**src/rtl/fifo_write_arbiter_pkg.sv**
```systemverilog
`default_nettype none
// ============================================================================
// Module      : fifo_arb_pkg
// Description : Shared state encoding and width helper for fifo_write_arbiter.
// Revision    : 1.0
// ============================================================================
package fifo_arb_pkg;

    typedef enum logic [0:0] {
        ST_IDLE  = 1'b0,
        ST_BURST = 1'b1
    } state_t;

    // ceil(log2(n)), never narrower than one bit
    function automatic int clog2w(input int n);
        int w;
        w = 1;
        while ((1 << w) < n) begin
            w++;
        end
        return w;
    endfunction

endpackage
`default_nettype wire

```
**src/rtl/fifo_write_arbiter_if.sv**
```systemverilog
`default_nettype none
// ============================================================================
// Module      : fifo_write_arbiter_if
// Description : Producer request bus plus FIFO write-port signals.
// Revision    : 1.0
// ============================================================================
interface fifo_write_arbiter_if #(
    parameter int DATA_WIDTH = 16,
    parameter int NUM_REQ    = 4,
    parameter int OWNER_W    = fifo_arb_pkg::clog2w(NUM_REQ)
);
    logic [NUM_REQ-1:0]            req;
    logic [NUM_REQ-1:0]            req_last;
    logic [NUM_REQ*DATA_WIDTH-1:0] req_data;
    logic [NUM_REQ-1:0]            gnt;
    logic                          fifo_full;
    logic                          fifo_wen;
    logic [DATA_WIDTH-1:0]         fifo_din;
    logic [OWNER_W-1:0]            owner;
    logic                          busy;

    modport master (
        input  req, req_last, req_data, fifo_full,
        output gnt, fifo_wen, fifo_din, owner, busy
    );

    modport slave (
        output req, req_last, req_data, fifo_full,
        input  gnt, fifo_wen, fifo_din, owner, busy
    );
endinterface
`default_nettype wire

```
**src/rtl/fifo_write_arbiter_rr_pick.sv**
```systemverilog
`default_nettype none
// ============================================================================
// Module      : rr_pick
// Description : Combinational round-robin picker: first set req at or after ptr.
// Revision    : 1.0
// ============================================================================
module rr_pick #(
    parameter int NUM_REQ = 4,
    parameter int IDX_W   = 2
) (
    input  logic [NUM_REQ-1:0] req,
    input  logic [IDX_W-1:0]   ptr,
    output logic               found,
    output logic [IDX_W-1:0]   idx
);
    localparam int c_W2 = 2 * NUM_REQ;

    logic [NUM_REQ-1:0] w_mask;
    logic [c_W2-1:0]    w_dbl;
    logic [c_W2-1:0]    w_first;
    logic [c_W2:0]      w_seen;
    logic [IDX_W-1:0]   w_acc [c_W2+1];

    for (genvar i = 0; i < NUM_REQ; i++) begin : g_mask
        assign w_mask[i] = (IDX_W'(i) >= ptr);
    end

    // Lower half holds requests at/after ptr, upper half the wrapped set,
    // so the lowest set bit of the doubled vector is the round-robin winner.
    assign w_dbl     = {req, req & w_mask};
    assign w_seen[0] = 1'b0;
    assign w_acc[0]  = '0;

    for (genvar i = 0; i < c_W2; i++) begin : g_scan
        assign w_first[i]  = w_dbl[i] & ~w_seen[i];
        assign w_seen[i+1] = w_seen[i] | w_dbl[i];
        assign w_acc[i+1]  = w_acc[i] | ({IDX_W{w_first[i]}} & IDX_W'(i % NUM_REQ));
    end

    assign found = w_seen[c_W2];
    assign idx   = w_acc[c_W2];
endmodule
`default_nettype wire

```
**src/rtl/fifo_write_arbiter.sv**
```systemverilog
`default_nettype none
// ============================================================================
// Module      : fifo_write_arbiter
// Description : Burst-based round-robin arbiter for a single FIFO write port.
// Revision    : 1.0
// ============================================================================
module fifo_write_arbiter
    import fifo_arb_pkg::*;
#(
    parameter int DATA_WIDTH = 16,
    parameter int NUM_REQ    = 4,
    parameter int MAX_BURST  = 4
) (
    input  logic                 clk,
    input  logic                 rst,
    input  logic                 clear,
    fifo_write_arbiter_if.master bus
);
    localparam int OWNER_W = clog2w(NUM_REQ);
    localparam int CNT_W   = clog2w(MAX_BURST + 1);
    localparam logic [CNT_W-1:0]   c_MAX_BURST = CNT_W'(MAX_BURST);
    localparam logic [OWNER_W-1:0] c_LAST_IDX  = OWNER_W'(NUM_REQ - 1);

    state_t             r_state, w_state_nxt;
    logic [OWNER_W-1:0] r_owner, w_owner_nxt;
    logic [OWNER_W-1:0] r_ptr, w_ptr_nxt;
    logic [CNT_W-1:0]   r_beat_cnt, w_beat_cnt_nxt;
    logic [OWNER_W-1:0] w_owner_inc;
    logic [CNT_W-1:0]   w_beat_cnt_inc;
    logic [OWNER_W-1:0] w_pick_idx;
    logic               w_pick_found;
    logic               w_xfer;
    logic [NUM_REQ-1:0] w_gnt;
    logic [DATA_WIDTH-1:0] w_din;
    logic [DATA_WIDTH-1:0] w_req_data [NUM_REQ];

    for (genvar i = 0; i < NUM_REQ; i++) begin : g_unpack
        assign w_req_data[i] = bus.req_data[i*DATA_WIDTH +: DATA_WIDTH];
    end

    rr_pick #(
        .NUM_REQ (NUM_REQ),
        .IDX_W   (OWNER_W)
    ) u_rr_pick (
        .req   (bus.req),
        .ptr   (r_ptr),
        .found (w_pick_found),
        .idx   (w_pick_idx)
    );

    always_ff @(posedge clk or posedge rst) begin
        if (rst) begin
            r_state    <= ST_IDLE;
            r_owner    <= '0;
            r_ptr      <= '0;
            r_beat_cnt <= '0;
        end else begin
            r_state    <= w_state_nxt;
            r_owner    <= w_owner_nxt;
            r_ptr      <= w_ptr_nxt;
            r_beat_cnt <= w_beat_cnt_nxt;
        end
    end

    always_comb begin
        w_owner_inc    = (r_owner == c_LAST_IDX) ? '0 : r_owner + 1'b1;
        w_beat_cnt_inc = r_beat_cnt + 1'b1;
        // Full gating is per cycle, so a stalled beat is simply retried
        w_xfer = (r_state == ST_BURST) && bus.req[r_owner] && !bus.fifo_full && !clear;

        w_gnt = '0;
        if (w_xfer) begin
            w_gnt[r_owner] = 1'b1;
        end
        w_din = w_xfer ? w_req_data[r_owner] : '0;

        w_state_nxt    = r_state;
        w_owner_nxt    = r_owner;
        w_ptr_nxt      = r_ptr;
        w_beat_cnt_nxt = r_beat_cnt;

        if (clear) begin
            w_state_nxt    = ST_IDLE;
            w_owner_nxt    = '0;
            w_ptr_nxt      = '0;
            w_beat_cnt_nxt = '0;
        end else begin
            case (r_state)
                ST_IDLE: begin
                    if (w_pick_found) begin
                        w_state_nxt    = ST_BURST;
                        w_owner_nxt    = w_pick_idx;
                        w_beat_cnt_nxt = '0;
                    end
                end
                ST_BURST: begin
                    if (!bus.req[r_owner]) begin
                        w_state_nxt = ST_IDLE;
                        w_ptr_nxt   = w_owner_inc;
                    end else if (w_xfer) begin
                        w_beat_cnt_nxt = w_beat_cnt_inc;
                        if (bus.req_last[r_owner] || (w_beat_cnt_inc == c_MAX_BURST)) begin
                            w_state_nxt = ST_IDLE;
                            w_ptr_nxt   = w_owner_inc;
                        end
                    end
                end
                default: begin
                    w_state_nxt = ST_IDLE;
                end
            endcase
        end
    end

    assign bus.gnt      = w_gnt;
    assign bus.fifo_wen = w_xfer;
    assign bus.fifo_din = w_din;
    assign bus.owner    = r_owner;
    assign bus.busy     = (r_state == ST_BURST);
endmodule
`default_nettype wire
```
**src/flat_wrapper.sv**
```systemverilog
// flat-port wrapper written by rule: the top's interface ports become plain ports
module fifo_write_arbiter_flat import fifo_arb_pkg::*;
#(
    parameter int DATA_WIDTH = 16,
    parameter int NUM_REQ    = 4,
    parameter int MAX_BURST  = 4
)
  (clk, rst, clear, bus_req, bus_req_last, bus_req_data, bus_fifo_full, bus_gnt, bus_fifo_wen, bus_fifo_din, bus_owner, bus_busy);
  fifo_write_arbiter_if #(.DATA_WIDTH(DATA_WIDTH), .NUM_REQ(NUM_REQ)) bus_i ();
  input  logic clk;
  input  logic rst;
  input  logic clear;
  input wire logic [$bits(bus_i.req)-1:0] bus_req;
  input wire logic [$bits(bus_i.req_last)-1:0] bus_req_last;
  input wire logic [$bits(bus_i.req_data)-1:0] bus_req_data;
  input wire logic [$bits(bus_i.fifo_full)-1:0] bus_fifo_full;
  output wire logic [$bits(bus_i.gnt)-1:0] bus_gnt;
  output wire logic [$bits(bus_i.fifo_wen)-1:0] bus_fifo_wen;
  output wire logic [$bits(bus_i.fifo_din)-1:0] bus_fifo_din;
  output wire logic [$bits(bus_i.owner)-1:0] bus_owner;
  output wire logic [$bits(bus_i.busy)-1:0] bus_busy;
  assign bus_i.req = bus_req;
  assign bus_i.req_last = bus_req_last;
  assign bus_i.req_data = bus_req_data;
  assign bus_i.fifo_full = bus_fifo_full;
  assign bus_gnt = bus_i.gnt;
  assign bus_fifo_wen = bus_i.fifo_wen;
  assign bus_fifo_din = bus_i.fifo_din;
  assign bus_owner = bus_i.owner;
  assign bus_busy = bus_i.busy;
  fifo_write_arbiter #(.DATA_WIDTH(DATA_WIDTH), .NUM_REQ(NUM_REQ), .MAX_BURST(MAX_BURST)) u_core (.clk(clk), .rst(rst), .clear(clear), .bus(bus_i));
endmodule
```
**config.mk**
```make
export PLATFORM = sky130hd
export DESIGN_NAME = fifo_write_arbiter_flat
export DESIGN_NICKNAME = d
export VERILOG_FILES = /design/src/rtl/fifo_write_arbiter_pkg.sv /design/src/rtl/fifo_write_arbiter_if.sv /design/src/rtl/fifo_write_arbiter_rr_pick.sv /design/src/rtl/fifo_write_arbiter.sv /design/src/flat_wrapper.sv
export SDC_FILE = /design/constraint.sdc
export NUM_CORES = 1
export LEC_CHECK = 0
export CAP_MARGIN = 10
export CORE_MARGIN = 4
export CORE_UTILIZATION = 30
export DETAILED_ROUTE_END_ITERATION = 12
export DONT_BUFFER_PORTS = 1
export PLACE_DENSITY = 0.51
export SLEW_MARGIN = 5
export SYNTH_ARGS = -nofsm -noshare
export SYNTH_HDL_FRONTEND = slang
export SYNTH_SLANG_ARGS = --single-unit
export TNS_END_PERCENT = 5
```
**constraint.sdc**
```tcl
create_clock -name clk -period 2.15 [get_ports clk]
set_input_delay 0.1075 -clock clk [delete_from_list [all_inputs] [get_ports clk]]
set_output_delay 0.1075 -clock clk [all_outputs]
set_load 0.005 [all_outputs]
```
==> summary.md, run 1 <==
| Metric | Value |
|---|---|
| Final hold violation count | 0 |
| Portion of the post-synthesis area used by sequential elements | 16.5% |
| Most frequent cells in the layout | sky130_fd_sc_hd__mux4_2 (18), sky130_fd_sc_hd__and2_4 (12), sky130_fd_sc_hd__inv_1 (8), sky130_fd_sc_hd__and2_1 (8), sky130_fd_sc_hd__dfrtp_1 (8) |
| Final-layout fill cell count | 384 |
| Setup crit start kind | flip-flop |
| Maximum number of pins on one net before global-route repair | 24 |
| Estimated wirelength of the detail-placed design | roughly 2800 um |
| Post-synth net total | 194 |
| Total number of nets in the final design | 196 |
| WP data arrival | 1730 ps |
| Vias per std cell | ~6.1 |
| Root Buffer | sky130_fd_sc_hd__clkbuf_8 |
| Initial Util | 32.1% |
| Syn Std Cell Area | 1210 sq um |
| Ordered list of cells on the worst path | buf_4, mux4_2, and2_1 |
| CP bufs+invs | 1 |
| Critical Path Max Stage Delay | about 540 ps |
| Highest attainable clock frequency | roughly 550 MHz |
| First-pass GRT wire length | a little over 5000 um |
| Via Count | between 900 and 1000 |
| Data required time at the worst endpoint | 2040 ps |
| Final setup violating endpoints | 0 |
| Number of synthesis warnings | 0 |
| TritonCTS buffer count | 3 |
| Fraction of final layout cells with drive strength greater than 1 | 34.8% |
| Length of the first detailed-routing pass in iterations | 4 |
| Fin util | around a third |
| Total placed cells including tap cells | 155 |
| Hold slack | 46.5 ps |
| Flops & latches, synth | 8 |
| Count of non-filler cells in the finished layout | 160 |
| Path category of the worst min-delay check | input port to flip-flop |
| Number of rows in the core area | 22 |
| RD Place Congestion | slightly above 0.8 |
| VDD IR-drop max | 0.418 mV |
| Via count of the first global-routing pass | 988 |
| Clock slew at the register clock pins of the worst setup and hold paths | 40 ps |
| Die Y-Extent | 71.5 um |
| Num Clock Sinks | 8 |
| Area of the multi-input gates | 913 sq um |
| Result of the run | complete, no violations |
| Antenna fix cells | 0 |
| Setup repair after global routing missed its margin | no |
| Transition time of the tightest slew-check pin | 681 ps |
| Final wirelength | 3320 um |
| Buffer count from post-CTS setup fixing | 0 |
| Number of antenna violations at the first check in global routing | 0 |
| Worst-case clock buffer depth | 2 |
| Register cell area after layout | 200 sq um |
| Worst setup slack after placement | around 430 ps |
| Crit path kind | flip-flop to primary output |
| TritonCTS clock tree | yes |
| Worst rel slew slack | 54.1% |
| Number of I/O pins | 100 |
| Die footprint | between 5000 and 6000 sq um |
| CTS HTree Levels | 1 |
| Leak | 0.487 nW |
| Number of max-capacitance violations reported | 0 |
| Remaining Overflow, GRT | 0 |
| Most common cell after layout, fill and taps aside | sky130_fd_sc_hd__mux4_2 |
| Core area | 3770 sq um |
| Power per unit of standard cell area | around 470 nW/um^2 |
| Overall routing resource usage | 12.4% |
| Summed negative setup slack over all endpoints | 0 ps |
| Final number of max-transition violations | 0 |
| Average size of a mapped cell | ~11 sq um |
| Layout Area Growth over Synthesis | 6.93% |
| Fin crit share | 85.3% |
| Detail-routed net length per standard cell | a little over 20 um |
| Clock latency at the later pin of the worst-skew pair | 230 ps |
| Violation count after the first detailed-routing iteration | 35 |
| Post-detailed-route count of antenna-violating nets | 0 |
| Port Buf Inserts | 0 |
| Post-detailed-route DRC marker count | 0 |
| Distinct cells, synth | 31 |
| Horizontal die dimension | 71.5 um |
| Post-route clock skew | 8.20 ps |
| Slowest library cell on the worst path | sky130_fd_sc_hd__mux4_2 |
| CP Capture Type | primary output |
| Final setup slack of the worst path | 316 ps |
| Crit Path Max Fanout | 21 |
| Critical path's top delay family | multiplexers |
| Cells after synthesis | 112 |
| Min Clock Period, post-route | 1830 ps |
stage by stage:
stage	cell area, sq um	total power, mW
final	1290	0.602
after global routing	1290	0.645
after CTS	1290	0.611
after detailed placement	1230	0.419
after global placement	1230	0.418
after floorplan	1210	0.392
path summary, 6_finish.rpt:
| check | startpoint | end | slack, ps | cells after the start |
|---|---|---|---|---|
| max | u_core.bus.owner[0]$_DFFE_PP0P_ | bus_fifo_din[0] | 320 | 3 |
| min | clear | u_core.bus.owner[1]$_DFFE_PP0P_ | 50 | 2 |
| max reg2reg | u_core.bus.owner[0]$_DFFE_PP0P_ | u_core.r_ptr[1]$_DFFE_PP0P_ | 460 | 6 |
| min reg2reg | u_core.r_beat_cnt[0]$_DFFE_PP0P_ | u_core.r_beat_cnt[0]$_DFFE_PP0P_ | 550 | 1 |
| max in group asynchronous | rst | u_core.bus.owner[0]$_DFFE_PP0P_ | 1620 | 2 |
| min in group asynchronous | rst | u_core.r_beat_cnt[2]$_DFFE_PP0P_ | 270 | 2 |
registers in the layout (all words and copies together) (netlist names):
register           cells
u_core.bus.owner       2
u_core.r_ptr           2
u_core.r_beat_cnt      3
u_core.bus.busy        1
kinds of logic (layout without fill, tap and decap cells):
| family | count (synthesis) | in the layout | synth area share [%] |
|---|---|---|---|
| AOI/OAI and AO/OA | 21 | 21 | 12.4 |
| xor gates and xnor gates | 1 | 1 | 0.724 |
| adders and majority gates | 6 | 6 | 6.20 |
| buffers and inverters | 17 | 17 | 7.96 |
| DFF | 8 | 8 | 16.5 |
| muxes | 19 | 19 | 34.3 |
| and+or+nand+nor | 40 | 40 | 21.8 |
final cells by class:
class                      count  share of cell area (%)
multi-input combinational     87                    70.6
sequential                     8                    15.5
tap                           48                    4.64
timing repair buffer           5                    3.29
clock buffer                   3                    3.19
inverter                       9                    2.80
power by group:
group	total, mW	internal, mW	leakage [nW]	switching (mW)
logic	0.232	0.128	0.357	0.105
clock network	0.185	0.122	0.0216	0.0637
registers	0.184	0.163	0.108	0.0208
total	0.602	0.413	0.487	0.189
worst register-to-register path, cell delays in order, from the launching register on:
cell                      delay, ps
sky130_fd_sc_hd__dfrtp_1        400
sky130_fd_sc_hd__buf_4          360
sky130_fd_sc_hd__inv_1          120
sky130_fd_sc_hd__ha_1           300
sky130_fd_sc_hd__nand2_1         60
sky130_fd_sc_hd__or3_1          310
sky130_fd_sc_hd__nand3_1         80
timing repair:
action | in CTS | in global routing
endpoints found under the hold margin | 12 | 0
hold buffers | 2 | 0
resized for setup | 0 | 0
metal layers:
metal / vias up / routed length (um) / track usage [%]
met4: 0 / 20 / 2.51
met1: 477 / 1130 / 12.7
met3: 4 / 433 / 5.33
met2: 61 / 1740 / 23.3
met5: - / 0 / 0
li1: 427 / - / -
cell usage after synthesis, drive strengths merged:
cell type,number,area share [%]
nand3,5,3.1
xor2,1,0.72
o21ai,3,1.2
o211ai,1,0.62
mux4,18,34
or3,2,1.0
nand4,1,0.52
o41ai,1,1.3
o2111ai,2,1.4
mux2i,1,0.83
clkbuf,3,0.93
ha,6,6.2
inv,9,3.0
nor2,4,1.2
a31oi,1,0.52
dfrtp,8,17
and2,20,13
o32a,2,1.7
o31a,1,0.72
o31ai,1,0.62
nor2b,2,1.0
a21oi,7,2.9
a21boi,1,0.62
nand2,5,1.6
buf,5,4.0
nor4,1,0.52
a221oi,1,0.72
No activity file was read; power rests on OpenSTA's default activity.
==> run 2: changes to the inputs <==
- CORE_UTILIZATION: 30 -> 63
- PLACE_DENSITY: 0.51 -> 0.86
==> summary.md, run 2 (synthesized netlist as in run 1, its figures left out) <==
| Metric | Value |
|---|---|
| Fraction of final layout cells with drive strength greater than 1 | 35.1% |
| Path category of the worst min-delay check | input port to flip-flop |
| Buffer count from post-CTS setup fixing | 0 |
| CP bufs+invs | 2 |
| Critical path's top delay family | multiplexers |
| Most common cell after layout, fill and taps aside | sky130_fd_sc_hd__mux4_2 |
| Number of rows in the core area | 15 |
| Overall routing resource usage | 24.5% |
| Worst Hold Launch | clear |
| Slowest library cell on the worst path | sky130_fd_sc_hd__mux4_2 |
| Summed negative setup slack over all endpoints | 0 ps |
| Data required time at the worst endpoint | between 2000 and 2500 ps |
| Die footprint | 2690 sq um |
| Register with the most flip-flops | u_core.r_beat_cnt |
| Final number of max-transition violations | 0 |
| Maximum number of pins on one net before global-route repair | 24 |
| Via Count | slightly below 1000 |
| Horizontal die dimension | a little over 50 um |
| Final hold violation count | 0 |
| Crit path kind | flip-flop to primary output |
| Crit Path Max Fanout | 23 |
| Total placed cells including tap cells | 133 |
| Estimated wirelength of the detail-placed design | 2790 um |
| Via count of the first global-routing pass | between 900 and 1000 |
| Die Y-Extent | 51.8 um |
| Setup repair after global routing missed its margin | no |
| Critical Path Sink | bus_gnt[3] |
| Number of resized instances in the post-cts repair step | 0 |
| Fin crit share | 87.1% |
| # hold bufs at CTS | 2 |
| Capture instance of the worst register-to-register path | u_core.bus.busy$_DFF_PP0_ |
| First-pass GRT wire length | 4710 um |
| Power per unit of standard cell area | 426 nW/um^2 |
| Ordered list of cells on the worst path | buf_4, mux4_2, nand3_4, inv_4, and2_1 |
| Vias per std cell | 6.91 |
| Post-detailed-route count of antenna-violating nets | 0 |
| Count of non-filler cells in the finished layout | around 140 |
| R2r setup slk | 430 ps |
| Worst-case clock buffer depth | 2 |
| Violation count after the first detailed-routing iteration | 39 |
| Number of antenna violations at the first check in global routing | 0 |
| Transition time of the tightest slew-check pin | between 700 and 800 ps |
| Antenna fix cells | 0 |
| Detail-routed net length per standard cell | 23.7 um |
| Initial Util | 68.6% |
| Core area | roughly 1800 sq um |
| CTS HTree Levels | 1 |
| Length of the first detailed-routing pass in iterations | 4 |
| Overall power | 0.538 mW |
| Number of I/O pins | 100 |
| CP Capture Type | primary output |
| Most frequent cells in the layout | sky130_fd_sc_hd__mux4_2 (18), sky130_fd_sc_hd__and2_4 (12), sky130_fd_sc_hd__inv_1 (8), sky130_fd_sc_hd__and2_1 (8), sky130_fd_sc_hd__dfrtp_1 (8) |
| Leak | a little under 0.5 nW |
| Result of the run | complete, no violations |
| Num Clock Sinks | 8 |
| VDD IR-drop max | 0.404 mV |
| R2R cell count | 5 |
| Largest register FFs | 3 |
| Final-layout fill cell count | roughly 140 |
| Min Clock Period, post-route | 1870 ps |
| Post-detailed-route DRC marker count | 0 |
| Non-Filler Cell Area, Final | 1260 sq um |
| Post-route clock skew | 4.07 ps |
| Layout Area Growth over Synthesis | 4.45% |
| Clock slew at the register clock pins of the worst setup and hold paths | around 50 ps |
| Dpl cell area | 1210 sq um |
| Worst rel slew slack | 50.4% |
| Total number of nets in the final design | slightly below 200 |
| WP data arrival | 1770 ps |
| TritonCTS clock tree | yes |
| Clock latency at the later pin of the worst-skew pair | 260 ps |
| RD Place Congestion | 0.899 |
| Port Buf Inserts | 0 |
| Final setup violating endpoints | 0 |
| Setup crit start | u_core.bus.owner[0]$_DFFE_PP0P_ |
| Setup crit start kind | flip-flop |
| Source of the worst register-to-register timing path | u_core.bus.owner[1]$_DFFE_PP0P_ |
| Final wirelength | 3300 um |
| Root Buffer | sky130_fd_sc_hd__clkbuf_4 |
| WP depth | 5 |
| Critical Path Max Stage Delay | ~410 ps |
| Highest attainable clock frequency | 534 MHz |
| Number of max-capacitance violations reported | 0 |
| Remaining Overflow, GRT | 0 |
| TritonCTS buffer count | 3 |
## run 2: per-layer routing
layer	GRT usage (%)	part of all wire (%)	wire length [um]	vias up
met2	43.1	54	1790	74
li1	-	-	-	433
met4	6.55	1.3	44	0
met1	26.9	31	1010	448
met5	0	0	0	-
met3	10.0	14	450	6
## run 2: worst min path at each step
| stage | to | slack, ps | cells after the start |
|---|---|---|---|
| 4_1_cts | u_core.bus.owner[1]$_DFFE_PP0P_ | 1 | 2 |
| 3_3_place_gp | u_core.r_beat_cnt[0]$_DFFE_PP0P_ | -30 | 1 |
| 6_report | u_core.r_ptr[1]$_DFFE_PP0P_ | 80 | 2 |
| 2_1_floorplan | u_core.bus.busy$_DFF_PP0_ | -80 | 1 |
| 3_5_place_dp | u_core.r_beat_cnt[1]$_DFFE_PP0P_ | -30 | 1 |
| 5_1_grt | u_core.r_ptr[1]$_DFFE_PP0P_ | 80 | 2 |
## run 2: worst reg2reg max path, delay by kind of cell, from the launching register on
| family | cells | cell delay, ps |
|---|---|---|
| flops | 1 | 370 |
| compound gates | 3 | 640 |
| mux | 1 | 350 |
| buf+inv | 1 | 290 |
## run 2: where the power goes
group	switching [mW]	leakage, nW	internal, mW
Clock	0.0503	0.0138	0.0638
Combinational	0.108	0.367	0.132
Sequential	0.0210	0.108	0.163
Total	0.179	0.488	0.359
## run 2: final cells by class
class / instances / area (sq um) / area share [%]
Multi-Input combinational cell: 87 / 913 / 72.3
Inverter: 9 / 36.3 / 2.87
Clock buffer: 3 / 22.5 / 1.78
Timing Repair Buffer: 7 / 60.1 / 4.75
Sequential cell: 8 / 200 / 15.8
Tap cell: 25 / 31.3 / 2.48
## run 2: through the flow
step	hold WS (ps)	utilization, %	setup WS, ps
3_5_place_dp	-31.2	68.7	445
2_1_floorplan	-76.8	-	391
6_report	78.3	71.6	277
5_1_grt	81.3	71.6	153
4_1_cts	1.23	71.1	270
3_3_place_gp	-29.4	68.7	510
